File: config.mk
export PLATFORM = sky130hd
export DESIGN_NAME = simple_480p_timing_flat
export DESIGN_NICKNAME = d
export VERILOG_FILES = /design/src/rtl/simple_480p_timing_if.sv /design/src/rtl/simple_480p_timing.sv /design/src/flat_wrapper.sv
export SDC_FILE = /design/constraint.sdc
export NUM_CORES = 1
export LEC_CHECK = 0
export ABC_AREA = 1
export CAP_MARGIN = 10
export CORE_AREA = 4 4 63 65
export CTS_CLUSTER_DIAMETER = 80
export DETAILED_ROUTE_END_ITERATION = 6
export DIE_AREA = 0 0 67 69
export GPL_TIMING_DRIVEN = 0
export PLACE_DENSITY = 0.69
export SLEW_MARGIN = 20
export SYNTH_ARGS = -nofsm -noshare
export SYNTH_HDL_FRONTEND = slang
export SYNTH_SLANG_ARGS = --single-unit
File: constraint.sdc
create_clock -name clk_pix -period 5.19 [get_ports clk_pix]
set_input_delay 1.038 -clock clk_pix [delete_from_list [all_inputs] [get_ports clk_pix]]
set_output_delay 1.038 -clock clk_pix [all_outputs]
set_load 0.01 [all_outputs]
File: src/rtl/simple_480p_timing_if.sv
// Raster timing bundle from the 480p timing generator to the pixel
// source and TMDS encoder.
interface simple_480p_timing_if;
  logic [9:0] screen_x;
  logic [9:0] screen_y;
  logic       hsync;
  logic       vsync;
  logic       data_enable;
  logic       line_start;
  logic       frame_start;

  modport master (
    output screen_x, screen_y,
    output hsync, vsync,
    output data_enable,
    output line_start, frame_start
  );

  modport slave (
    input screen_x, screen_y,
    input hsync, vsync,
    input data_enable,
    input line_start, frame_start
  );
endinterface

File: src/rtl/simple_480p_timing.sv
// Free-running 640x480@60 raster generator in the pixel clock domain.
// All decodes are registered from the next coordinate so they align with it.
module simple_480p_timing #(
  parameter int H_ACTIVE    = 640,
  parameter int H_FRONT     = 16,
  parameter int H_SYNC      = 96,
  parameter int H_BACK      = 48,
  parameter int V_ACTIVE    = 480,
  parameter int V_FRONT     = 10,
  parameter int V_SYNC      = 2,
  parameter int V_BACK      = 33,
  parameter bit SYNC_ACTIVE = 1'b0
) (
  input  logic clk_pix,
  input  logic rst_pix,
  simple_480p_timing_if.master vid
);

  localparam int H_TOTAL = H_ACTIVE + H_FRONT + H_SYNC + H_BACK;
  localparam int V_TOTAL = V_ACTIVE + V_FRONT + V_SYNC + V_BACK;

  localparam logic [9:0] H_LAST = 10'(H_TOTAL - 1);
  localparam logic [9:0] V_LAST = 10'(V_TOTAL - 1);
  localparam logic [9:0] H_ACT  = 10'(H_ACTIVE);
  localparam logic [9:0] V_ACT  = 10'(V_ACTIVE);
  localparam logic [9:0] HS_BEG = 10'(H_ACTIVE + H_FRONT);
  localparam logic [9:0] HS_END = 10'(H_ACTIVE + H_FRONT + H_SYNC - 1);
  localparam logic [9:0] VS_BEG = 10'(V_ACTIVE + V_FRONT);
  localparam logic [9:0] VS_END = 10'(V_ACTIVE + V_FRONT + V_SYNC - 1);

  if (H_TOTAL > 1024 || V_TOTAL > 1024) begin : g_size_chk
    $error("raster totals exceed 10-bit counters");
  end

  logic [9:0] x_nxt;
  logic [9:0] y_nxt;
  logic       h_wrap;
  logic       hs_nxt;
  logic       vs_nxt;
  logic       de_nxt;

  always_comb begin
    h_wrap = (vid.screen_x == H_LAST);
    x_nxt  = h_wrap ? 10'd0 : vid.screen_x + 10'd1;
    y_nxt  = vid.screen_y;
    if (h_wrap) begin
      y_nxt = (vid.screen_y == V_LAST) ? 10'd0 : vid.screen_y + 10'd1;
    end
    hs_nxt = (x_nxt >= HS_BEG) && (x_nxt <= HS_END);
    vs_nxt = (y_nxt >= VS_BEG) && (y_nxt <= VS_END);
    de_nxt = (x_nxt < H_ACT) && (y_nxt < V_ACT);
  end

  always_ff @(posedge clk_pix or negedge rst_pix) begin
    if (!rst_pix) begin
      vid.screen_x    <= H_LAST;
      vid.screen_y    <= V_LAST;
      vid.hsync       <= !SYNC_ACTIVE;
      vid.vsync       <= !SYNC_ACTIVE;
      vid.data_enable <= 1'b0;
      vid.line_start  <= 1'b0;
      vid.frame_start <= 1'b0;
    end else begin
      vid.screen_x    <= x_nxt;
      vid.screen_y    <= y_nxt;
      vid.hsync       <= hs_nxt ? SYNC_ACTIVE : !SYNC_ACTIVE;
      vid.vsync       <= vs_nxt ? SYNC_ACTIVE : !SYNC_ACTIVE;
      vid.data_enable <= de_nxt;
      vid.line_start  <= (x_nxt == 10'd0);
      vid.frame_start <= (x_nxt == 10'd0) && (y_nxt == 10'd0);
    end
  end

endmodule

File: src/flat_wrapper.sv
// flat-port wrapper written by rule: the top's interface ports become plain ports
module simple_480p_timing_flat 
#(
  parameter int H_ACTIVE    = 640,
  parameter int H_FRONT     = 16,
  parameter int H_SYNC      = 96,
  parameter int H_BACK      = 48,
  parameter int V_ACTIVE    = 480,
  parameter int V_FRONT     = 10,
  parameter int V_SYNC      = 2,
  parameter int V_BACK      = 33,
  parameter bit SYNC_ACTIVE = 1'b0
)
  (clk_pix, rst_pix, vid_screen_x, vid_screen_y, vid_hsync, vid_vsync, vid_data_enable, vid_line_start, vid_frame_start);
  simple_480p_timing_if vid_i ();
  input  logic clk_pix;
  input  logic rst_pix;
  output wire logic [$bits(vid_i.screen_x)-1:0] vid_screen_x;
  output wire logic [$bits(vid_i.screen_y)-1:0] vid_screen_y;
  output wire logic [$bits(vid_i.hsync)-1:0] vid_hsync;
  output wire logic [$bits(vid_i.vsync)-1:0] vid_vsync;
  output wire logic [$bits(vid_i.data_enable)-1:0] vid_data_enable;
  output wire logic [$bits(vid_i.line_start)-1:0] vid_line_start;
  output wire logic [$bits(vid_i.frame_start)-1:0] vid_frame_start;
  assign vid_screen_x = vid_i.screen_x;
  assign vid_screen_y = vid_i.screen_y;
  assign vid_hsync = vid_i.hsync;
  assign vid_vsync = vid_i.vsync;
  assign vid_data_enable = vid_i.data_enable;
  assign vid_line_start = vid_i.line_start;
  assign vid_frame_start = vid_i.frame_start;
  simple_480p_timing #(.H_ACTIVE(H_ACTIVE), .H_FRONT(H_FRONT), .H_SYNC(H_SYNC), .H_BACK(H_BACK), .V_ACTIVE(V_ACTIVE), .V_FRONT(V_FRONT), .V_SYNC(V_SYNC), .V_BACK(V_BACK), .SYNC_ACTIVE(SYNC_ACTIVE)) u_core (.clk_pix(clk_pix), .rst_pix(rst_pix), .vid(vid_i));
endmodule
---- Word level (Yosys, flattened, before mapping) ----
Index checks and enable logic that the tools add are counted.
word-level totals
  memories kept ........................... 0
  register bits ........................... 25
  bits in read-only memories .............. 0
  RAM bits ................................ 0
  bits of input ports ..................... 2
  bits in latches ......................... 0
  output and inout bits ................... 25
operators by class
  shift-type cells ........................ 0
  reduce and logical (&&, ||, !) cells .... 6
  magnitude comparators ................... 6
  bitwise gates (word level) .............. 0
  mux-type cells .......................... 5
  equal/unequal tests ..................... 2
  div/mod/pow operators ................... 0
  $mul .................................... 0
  $add $sub $neg .......................... 2
operators with widths
  operator                 count
  $mux W10                 3
  $add A10 B1 Y10 const B  2
  $eq A10 B10 Y1 const B   2
  $logic_not A10 Y1        2
  $ge A10 B10 Y1 const B   1
  $ge A10 B9 Y1 const B    1
  $le A10 B10 Y1 const B   1
  $le A10 B9 Y1 const B    1
  $lt A10 B10 Y1 const B   1
  $lt A10 B9 Y1 const B    1
  $logic_and A1 B1 Y1      4
  $mux W1                  2

---- Logic depth before layout (Yosys ltp) ----
  word-level depth ........................ 6
  depth in mapped cells ................... 12
  mapped depth without buffers ............ 12

---- Worst setup path before layout ----
Ideal clock, no wire load.
  path type ............................... register -> register
  from .................................... register u_core.vid.screen_x[0]
  to ...................................... register u_core.vid.data_enable
  arrival ................................. 1738 ps
  path buffers ............................ 1
  stages on the path, launching flop included .. 12
  path slack .............................. 3337 ps
  period minus slack after synthesis ...... 1853 ps
  path through ............................ dfstp_2 > ha_1 > nand2_2 > nor2_8 > inv_4 > nor2_8 > buf_6 > nand3_1 > o21ai_2 > nand3_1 > nor2_1 > nor2_1
on the way
  cells in the longest elaborated chain, start to end .. 4
  elaborated cells between the ends (all ways) .. 7
  classes of those cells .................. add/sub: 1; order compare: 2; eq/ne: 1; mux: 2; reduce/logical: 1
ends and longest elaborated chain
  what                    RTL line                     text
  start, declared         simple_480p_timing_if.sv:13  output screen_x, screen_y,
  start signal, assigned  simple_480p_timing.sv:64     vid.screen_x <= x_nxt;
  $eq A10 B10 Y1          simple_480p_timing.sv:43     h_wrap = (vid.screen_x == H_LAST);
  $mux W10                simple_480p_timing.sv:46     if (h_wrap) begin
  via u_core.y_nxt[8]     simple_480p_timing.sv:36     logic [9:0] y_nxt;
  $lt A10 B9 Y1           simple_480p_timing.sv:51     de_nxt = (x_nxt < H_ACT) && (y_nxt < V_ACT);
  $logic_and A1 B1 Y1     simple_480p_timing.sv:51
  via u_core.de_nxt       simple_480p_timing.sv:40     logic de_nxt;
  end signal, assigned    simple_480p_timing.sv:68     vid.data_enable <= de_nxt;
  end, declared           simple_480p_timing_if.sv:15  output data_enable,
The timed path passes the listed nets, and every way through them passes these cells.

---- Worst setup path in the final report ----
  from .................................... register u_core.vid.screen_x[0]
  to ...................................... output port vid_screen_x[0]
RTL lines
  what           RTL line            text
  end, declared  flat_wrapper.sv:18  output wire logic [$bits(vid_i.screen_x)-1:0] vid_screen_x;
No word-level cell between the ends.

==> results.md <==
- Status: completed
- DRC viols: 0
- Starting Density: 45.11%
- Worst Tran Pin Value: 0.5474 ns
- Clock Skews: 0.01254 ns
- Die H: 69 um
- Pin count of the biggest net entering global routing: 26
- Post-synth EDFFs: 0
- Deepest clock path buffer count: 2
- PortBufs: 26
- Startpoint types: register
- GRT Max-Usage Layer: met1
- Seq/Total Area, Yosys: 42.56%
- DR pass1 iterations: 4
- Worst vdd ir: 0.1124 mV
- Setup CP Type: register to output pin
- Syn_nets: 216
- RSZ-0062 raised after global routing: false
- Largest family of logic cells by synthesized area: simple AND/OR/NAND/NOR gates
- Wire per inst: 11.77 um
- CP Data Required Time: 4.15 ns
- Final period util: 49.44%
- Critical path cell sequence: clkdlybuf4s50_1
- Post-DR vias/cell: 4.706
- Met1 Usage GRT: 23.67%
- Worst skew pair latency: 0.33 ns
- CTS tree: built
- Min Clock Period, post-route: 2.566 ns
- Routing usage on met2: 22.82%
- Fillers: 330
- Initial antenna violation count: 0
- 1st-iter DRT viols: 65
- Hold WC Path Type: register to register
- Post-synthesis adder-cell area fraction: 3.325%
- Crit path DAT: 1.53 ns
- Reg2Reg Setup Slack: 3.07 ns
- Syn. warnings: 0
- Post-Layout Inst Area: 1848 um^2
- Post-route ant nets: 0
- Yosys reg bits: 25
- Hpwl dp: 2539 um
- Worst-path clk slew: 0.16 ns
- Row count: 21
- DP Area: 1818 um^2
- # diodes: 0
- Number of CTS-inserted buffers: 3
- Overall Power: 0.2944 mW
- Post-layout util: 55.38%
- Post-route setup slack: 2.624 ns
- Final hold violation count: 0
- Pins Over Slew Limit: 0
- Yosys top cell by area: dfrtp_1
- GRT Total Usage: 15.70%
- Simple-gate area share of the yosys netlist: 37.66%
- CORE AREA: 3337 um^2
- Layout area overhead: 22.78%
- Clock root buffer: clkbuf_4
- F_max: 389.7 MHz
- First-pass GRT wire length: 5664 um
- Top cell type's share of synthesized area: 21.61%
- DR vias: 1,346
- Netlist Area Pre-Place: 1505 um^2
- Gpl congestion: 0.8386
- PostCTS Resize Cnt: 0
- Vias in the first global route: 1,237
- Setup Buffers After CTS: 0
- Setup TNS: 0 ns
- Setup violators final: 0
- Leakage Power: 0.9940 nW
- FFs w/ async S/R, synth: 100.0%
- Total Routed Length: 3367 um
- Netlist cell types: 24
- Slowest stage delay, CP: 0.64 ns
- Max_cap viols: 0
- H-tree depth: 1
- Family with the most delay on the worst path: flip-flops
- Io pins: 27
- Post-Synth XOR/XNOR Area: 1.164%
- Post-synthesis compound-gate area fraction: 4.156%
- Buf/Inv on CP: 1
- Pre-CTS setup slack: 3.003 ns
- Die area: 4623 um^2
- Ranking of synthesized cells by area: dfrtp_1 (22%), dfstp_2 (21%), nand2_1 (17%)
- Post-synthesis mux area share: 0%
- P per Cell Area: 159.3 nW/um^2
- Layout net count: 247
- Die X: 67 um
- CTS Sinks: 25
- Syn_area_per_cell: 7.168 um^2
- GRT met3 Usage: 1.948%
- Synth Flop Type: dfrtp_1
- Worst Setup End Kind: output pin
- Post-cts hold buffer count: 0
- Cell count after synthesis: 210
- CP max-delay cell: dfstp_2
- Critical path peak fanout: 9
- Layout cells sized above 1: 11.67%
- GR Overflow Total: 0
- Max-slew headroom: 63.51%
==> state kept, by name, indices dropped and copies added (netlist names) <==
name	cells
u_core.vid.frame_start	1
u_core.vid.screen_y	10
u_core.vid.vsync	1
u_core.vid.screen_x	10
u_core.vid.data_enable	1
u_core.vid.hsync	1
u_core.vid.line_start	1
==> synth_stat cells, types with 2 or more instances <==
master    count
a21oi_1       2
dfrtp_1      13
dfstp_2      12
ha_1          4
inv_1        36
inv_2         4
nand2_1      68
nand3_1      19
nand4_1       6
nor2_1       25
nor2_8        2
nor3_1        3
o21ai_0       3
o21bai_1      2
xor2_1        2
==> metal layers <==
metal | vias to the layer above | part of all wire [%]
li1 | 711 | -
met1 | 604 | 52
met2 | 26 | 44
met3 | 5 | 3.2
met4 | 0 | 1.5
met5 | - | 0
==> per-stage QoR <==
| step | hold WS, ns | instances |
|---|---|---|
| after floorplan | 0.5177 | 210 |
| after global placement | 0.5383 | 282 |
| after detailed placement | 0.5418 | 282 |
| final | 0.5623 | 286 |
| after global routing | 0.5741 | 286 |
| after CTS | 0.5660 | 286 |
==> where the power goes <==
| group | internal, mW | total [mW] | switching (mW) |
|---|---|---|---|
| Combinational | 0.000269 | 0.00384 | 0.00357 |
| Clock | 0.0295 | 0.0952 | 0.0657 |
| Sequential | 0.195 | 0.195 | 0 |
| Total | 0.225 | 0.294 | 0.0692 |
==> placed cells by master, fill, tap and decap left out, drive strengths merged <==
| master | count |
|---|---|
| o2111ai | 1 |
| a21oi | 2 |
| ha | 4 |
| inv | 41 |
| xor2 | 2 |
| nand3 | 20 |
| nand3b | 1 |
| nand4 | 6 |
| clkinvlp | 1 |
| o21bai | 2 |
| dfstp | 12 |
| dfrtp | 13 |
| nand2 | 69 |
| nor2 | 27 |
| clkbuf | 3 |
| and2 | 1 |
| nor3 | 3 |
| clkdlybuf4s50 | 25 |
| o21ai | 5 |
| buf | 2 |
==> logic make-up (layout without fill, tap and decap cells) <==
| logic type | count (synthesis) | in the layout |
|---|---|---|
| compound gates | 10 | 10 |
| xor+xnor | 2 | 2 |
| fa+ha+maj | 4 | 4 |
| buf+inv | 42 | 72 |
| flops | 25 | 25 |
| simple gates | 127 | 127 |
==> layout make-up <==
class | count | area [um^2] | share of cell area [%]
tap | 46 | 57.56 | 3.114
clock inverter | 1 | 7.507 | 0.4062
clock buffer | 3 | 22.52 | 1.219
timing repair buffer | 26 | 255.2 | 13.81
inverter | 41 | 156.4 | 8.463
buffer | 1 | 11.26 | 0.6093
sequential | 25 | 640.6 | 34.66
multi-input combinational | 143 | 696.9 | 37.71
==> final timing paths <==
path,from,endpoint,cells past startpoint
max,u_core.vid.screen_x[0],vid_screen_x[0],1
min,u_core.vid.screen_x[2],u_core.vid.screen_x[2],1
max reg2reg,u_core.vid.screen_x[0],u_core.vid.frame_start,9
min reg2reg,u_core.vid.screen_x[2],u_core.vid.screen_x[2],1
max in group asynchronous,rst_pix,u_core.vid.vsync,1
min in group asynchronous,rst_pix,u_core.vid.line_start,1
Power figures use the tool's default switching activity.
